**src/rtl/regfile_mp.sv**
```systemverilog
// regfile_mp: multi-read-port integer register file for the RV32I decode stage.
// Reads use a captured (registered) address with combinational data; x0 is
// hardwired to zero. A per-register pending bit tracks in-flight producers for
// hazard detection, with a registered population count.
// Optional feature: define REGFILE_BYPASS_EN to forward same-cycle writeback
// data (and clear busy) onto read ports whose captured address matches.
module regfile_mp #(
  parameter int XLEN  = 32,
  parameter int DEPTH = 32,
  parameter int NRP   = 2,
  localparam int AW   = $clog2(DEPTH)
) (
  input  logic                i_clk,
  input  logic                i_rstn,
  input  logic                i_ce_read,
  input  logic [NRP*AW-1:0]   i_rd_addr,
  output logic [NRP*XLEN-1:0] o_rd_data,
  output logic [NRP-1:0]      o_busy,
  input  logic                i_wr_en,
  input  logic [AW-1:0]       i_wr_addr,
  input  logic [XLEN-1:0]     i_wr_data,
  input  logic                i_alloc_en,
  input  logic [AW-1:0]       i_alloc_addr,
  input  logic                i_flush,
  output logic [AW:0]         o_pending_cnt
);

  logic [XLEN-1:0] mem_q [DEPTH];
  logic [DEPTH-1:0] pend_q, pend_d;
  logic [AW:0]      cnt_q, cnt_d;
  logic             wr_ok, alloc_ok;
  logic             cnt_inc, cnt_dec;

  // Writes and allocations aimed at x0 are dropped everywhere.
  assign wr_ok    = i_wr_en && (i_wr_addr != '0);
  assign alloc_ok = i_alloc_en && (i_alloc_addr != '0);

  // Register storage; entry 0 is only ever reset, so it folds to constant zero.
  always_ff @(posedge i_clk or negedge i_rstn) begin
    if (!i_rstn) begin
      for (int i = 0; i < DEPTH; i++) begin
        mem_q[i] <= '0;
      end
    end else if (wr_ok) begin
      mem_q[i_wr_addr] <= i_wr_data;
    end
  end

  // Count delta: a fresh alloc adds one, a writeback retiring a pending
  // register removes one unless a same-register alloc re-arms it.
  assign cnt_inc = alloc_ok && !pend_q[i_alloc_addr];
  assign cnt_dec = wr_ok && pend_q[i_wr_addr] &&
                   !(alloc_ok && (i_alloc_addr == i_wr_addr));

  // Next pending set: flush wins; otherwise alloc set overrides writeback clear.
  always_comb begin
    pend_d = pend_q;
    cnt_d  = cnt_q;
    if (i_flush) begin
      pend_d = '0;
      cnt_d  = '0;
    end else begin
      if (wr_ok) begin
        pend_d[i_wr_addr] = 1'b0;
      end
      if (alloc_ok) begin
        pend_d[i_alloc_addr] = 1'b1;
      end
      cnt_d = cnt_q + {{AW{1'b0}}, cnt_inc} - {{AW{1'b0}}, cnt_dec};
    end
    pend_d[0] = 1'b0;
  end

  // Scoreboard state register.
  always_ff @(posedge i_clk or negedge i_rstn) begin
    if (!i_rstn) begin
      pend_q <= '0;
      cnt_q  <= '0;
    end else begin
      pend_q <= pend_d;
      cnt_q  <= cnt_d;
    end
  end

  assign o_pending_cnt = cnt_q;

  for (genvar gi = 0; gi < NRP; gi++) begin : g_port
    logic [AW-1:0]   raddr_q;
    logic [AW-1:0]   raddr_d;
    logic [XLEN-1:0] rd_data;
    logic            busy;

    // Hold the captured address while the read stage is stalled.
    assign raddr_d = i_ce_read ? i_rd_addr[gi*AW +: AW] : raddr_q;

    // Captured read address for this port.
    always_ff @(posedge i_clk or negedge i_rstn) begin
      if (!i_rstn) begin
        raddr_q <= '0;
      end else begin
        raddr_q <= raddr_d;
      end
    end

    // Read mux with x0 forced to zero and optional same-cycle forwarding.
    always_comb begin
      rd_data = (raddr_q == '0) ? '0 : mem_q[raddr_q];
      busy    = pend_q[raddr_q];
`ifdef REGFILE_BYPASS_EN
      if (wr_ok && (i_wr_addr == raddr_q)) begin
        rd_data = i_wr_data;
        busy    = alloc_ok && (i_alloc_addr == raddr_q);
      end
`endif
    end

    assign o_rd_data[gi*XLEN +: XLEN] = rd_data;
    assign o_busy[gi]                 = busy;
  end

endmodule

```
**config.mk**
```make
export PLATFORM = sky130hd
export DESIGN_NAME = regfile_mp
export DESIGN_NICKNAME = d
export VERILOG_FILES = /design/src/rtl/regfile_mp.sv
export SDC_FILE = /design/constraint.sdc
export NUM_CORES = 2
export LEC_CHECK = 0
export ABC_AREA = 1
export BUFFER_PORTS_ARGS = -buffer_cell sky130_fd_sc_hd__buf_2
export CAP_MARGIN = 5
export CELL_PAD_IN_SITES_DETAIL_PLACEMENT = 1
export CELL_PAD_IN_SITES_GLOBAL_PLACEMENT = 1
export CORE_MARGIN = 5
export CORE_UTILIZATION = 50
export CTS_CLUSTER_SIZE = 28
export DETAILED_ROUTE_END_ITERATION = 10
export PLACE_DENSITY_LB_ADDON = 0.1
export SLEW_MARGIN = 10
export SYNTH_ARGS = -nofsm -noshare
export SYNTH_HDL_FRONTEND = slang
export SYNTH_SLANG_ARGS = --single-unit
```
**constraint.sdc**
```tcl
create_clock -name i_clk -period 6.8 [get_ports i_clk]
set_input_delay 1.7 -clock i_clk [delete_from_list [all_inputs] [get_ports i_clk]]
set_output_delay 1.7 -clock i_clk [all_outputs]
set_load 0.02 [all_outputs]
```
==> impl_metrics.yaml <==
route:
  drc: 0
  vias: 63300
  wirelength_mm: 260
  wire_per_inst_um: 25.6
  firstDrtPassIters: 7
  drt_iter0_markers: 6316
  viasPerCell: 6.23
  drtAntennaViolNets: 0
placement:
  dpl_cell_area_um2: 61000
  dpl.hpwl_mm: 142
  port_buffers: 129
  gp_congestion: 0.908
  pre_cts_slack_ps: 1640
  placed_cells: 9930
synthesis:
  ys_seq_area_share_pct: 44.4
  post-synth-top-count-cell: "nand2_1"
  synthesis.area_um2: 60400
  ys_top_cells_by_count: "nand2_1, nand3_1, dfrtp_1, nor2_1, o21ai_0"
  ys.flop_type: "dfrtp_1"
  synth_area_leaders: "dfrtp_1, nand2_1, nand3_1"
  ys_ff_latch: 1071
  yosys.area.top_type_share_pct: 44.4
  yosys.area.top_type: "dfrtp_1"
  avgSynthCellArea_um2: 6.81
  synth_nets: 8933
  yosys_warnings: 0
  synth.distinct_cells: 32
  syn_inst: 8868
  synth-edff-count: 0
  synthArstFlopShare_pct: 100
power:
  p_leak_nw: 30.9
  vdd_ir_drop_max_mv: 0.298
  cellPowerDensity_nw_per_um2: 326
critical_path:
  r2r_end: "o_pending_cnt[4]"
  worst-path-buf-inv: 3
  startpoint: "g_port[1].raddr_q[0]"
  critPathTopFamily: "buffers and inverters"
  crit_path_end: "o_rd_data[48]"
  crit_path_frequent_cell: "nand2_1"
  path_cells: "inv_8 -> buf_4 -> nand2_1 -> nand3_1 -> nand3_1 -> nand2_1 -> nand2_1 -> nand3_1 -> nand2_1 -> nor2_1 -> buf_2"
  cp.depth: 11
  crit_fanout: 133
  crit_arrival_ps: 4440
  cp-start-kind: "flip-flop"
  cp_data_required_time_ps: 5100
  reg2reg_from: "pend_q[17]"
  r2r_cells: 15
  ff2ff_setup_slack_ps: 3880
  end_kind: "output port"
  crit_type: "flip-flop to output port"
  cpMaxStageDelayCell: "inv_8"
  cp_slowest_stage_delay_ps: 840
floorplanning:
  dieHeight_um: 358
  core_um2: 120000
  die-area_um2: 128000
  io_pins: 130
  num_rows: 127
  dieWidth_um: 358
  start_util_pct: 50.3
final_layout:
  area_growth_pct: 8.32
  fin_cells: 10200
  fin_nets: 8515
  finish.instance_area_um2: 65400
  drive_gt1_share_pct: 6.05
cts:
  cts_max_level: 4
  cts_setup_buffers: 0
  tritoncts: "done"
  clk_latency_ps: 790
  postCtsHoldBufs: 0
  cts_made_buffers: 130
  root_buffer: "clkbuf_16"
  clk_pin_slew_worst_paths_ps: 60
  clockBufferDepth: 3
  cts.sinks: 1071
  ctsResizeCount: 0
timing:
  rsz0062_at_grt: "no"
  setup_viol_count_final: 0
  setup_ws_ps: 657
  worst_pin_slew_ps: 1250
  fin_crit_ps: 6140
  slew_headroom_pct: 16.6
  finClkSkew_ps: 13.2
  holdWs_ps: 401
  fin_tns_setup_ps: 0
  fmax_mhz: 163
  finalCritPeriodShare_pct: 90.3
  finalMaxSlewViolations: 0
  finalHoldViolations: 0
global_route:
  grt_max_degree: 199
  grt_pass1_wl_mm: 394
  grt_pass1_vias: 65400
  antenna_found_initial: 7
  grt_overflow: 0
  grt_usage_pct: 40.2
status:
  status: "finished, final reports clean"
job:
  max_cap_violations: 0
min_path:
  hp-class: "flip-flop to flip-flop"
==> stage by stage <==
stage / util (%) / total power [mW]
floorplan: - / 12.1
global placement: 50.9 / 13.6
detailed placement: 50.9 / 13.9
CTS: 54.5 / 21.3
global route: 54.5 / 22.4
finish: 54.5 / 21.3
==> power breakdown <==
part / total [mW] / internal [mW] / leakage [nW] / switching, mW
registers: 8.78 / 7.68 / 13.4 / 1.11
logic: 5.24 / 1.70 / 15.4 / 3.54
clock network: 7.30 / 4.41 / 2.16 / 2.89
==> routing by layer <==
layer | up-vias | track usage [%] | wire, um
li1 | 27900 | - | -
met1 | 31600 | 50.2 | 102000
met2 | 2947 | 65.3 | 118000
met3 | 817 | 7.82 | 22700
met4 | 8 | 23.2 | 17200
met5 | - | 0 | 38
==> logic make-up (layout without fill, tap and decap cells) <==
kind of cell | Yosys count | in the layout | synth area share (%)
buf+inv | 967 | 642 | 6.63
xor+xnor | 7 | 7 | 0.102
simple gates | 5473 | 5473 | 37.4
fa+ha+maj | 7 | 7 | 0.157
compound gates | 1343 | 1343 | 11.4
other cells | 0 | 1 | 0
flops | 1071 | 1071 | 44.4
==> area by class of cell <==
type	count	area [um^2]
multi-input cells	6830	29700
diodes	1	2.50
repair buffers	241	1770
fillers	15600	54500
flip-flops and latches	1071	26800
well taps	1612	2020
clock buffers	190	3850
inverters	176	713
clock inverters	35	523
==> worst reg2reg max path, delay by kind of cell (launching register included) <==
kind	cells	cell delay, ps
buffers and inverters	2	140
AO/OA/AOI/OAI	3	560
flip-flops	1	430
AND/OR/NAND/NOR	6	490
adder cells (fa/ha/maj)	3	960
XOR/XNOR	1	180
==> flip-flops by register name, indices dropped and copies added, names as in the netlist <==
signal and flops:
g_port.raddr_q 10, mem_q 1024, o_pending_cnt 6, pend_q 31
==> cells in the final DEF, fill, tap and decap left out, types with 90 or more instances in the layout <==
master     instances
buf_2            128
nand2_1         3275
nand3_1         1398
inv_1            147
buf_4             90
clkbuf_16        135
dfrtp_1         1061
a21oi_1          597
nor2_1           738
o21ai_0          634
==> how the worst min path moves through the flow <==
stage,from,endpoint,slack (ps),depth (start not counted)
final,mem_q[1023],mem_q[1023],400,0
after global routing,mem_q[998],mem_q[998],410,0
after CTS,mem_q[1019],mem_q[1019],400,0
after detailed placement,mem_q[1021],mem_q[1021],390,0
after global placement,mem_q[998],mem_q[998],390,0
after floorplan,mem_q[1000],mem_q[1000],450,1
Power figures use the tool's default switching activity.
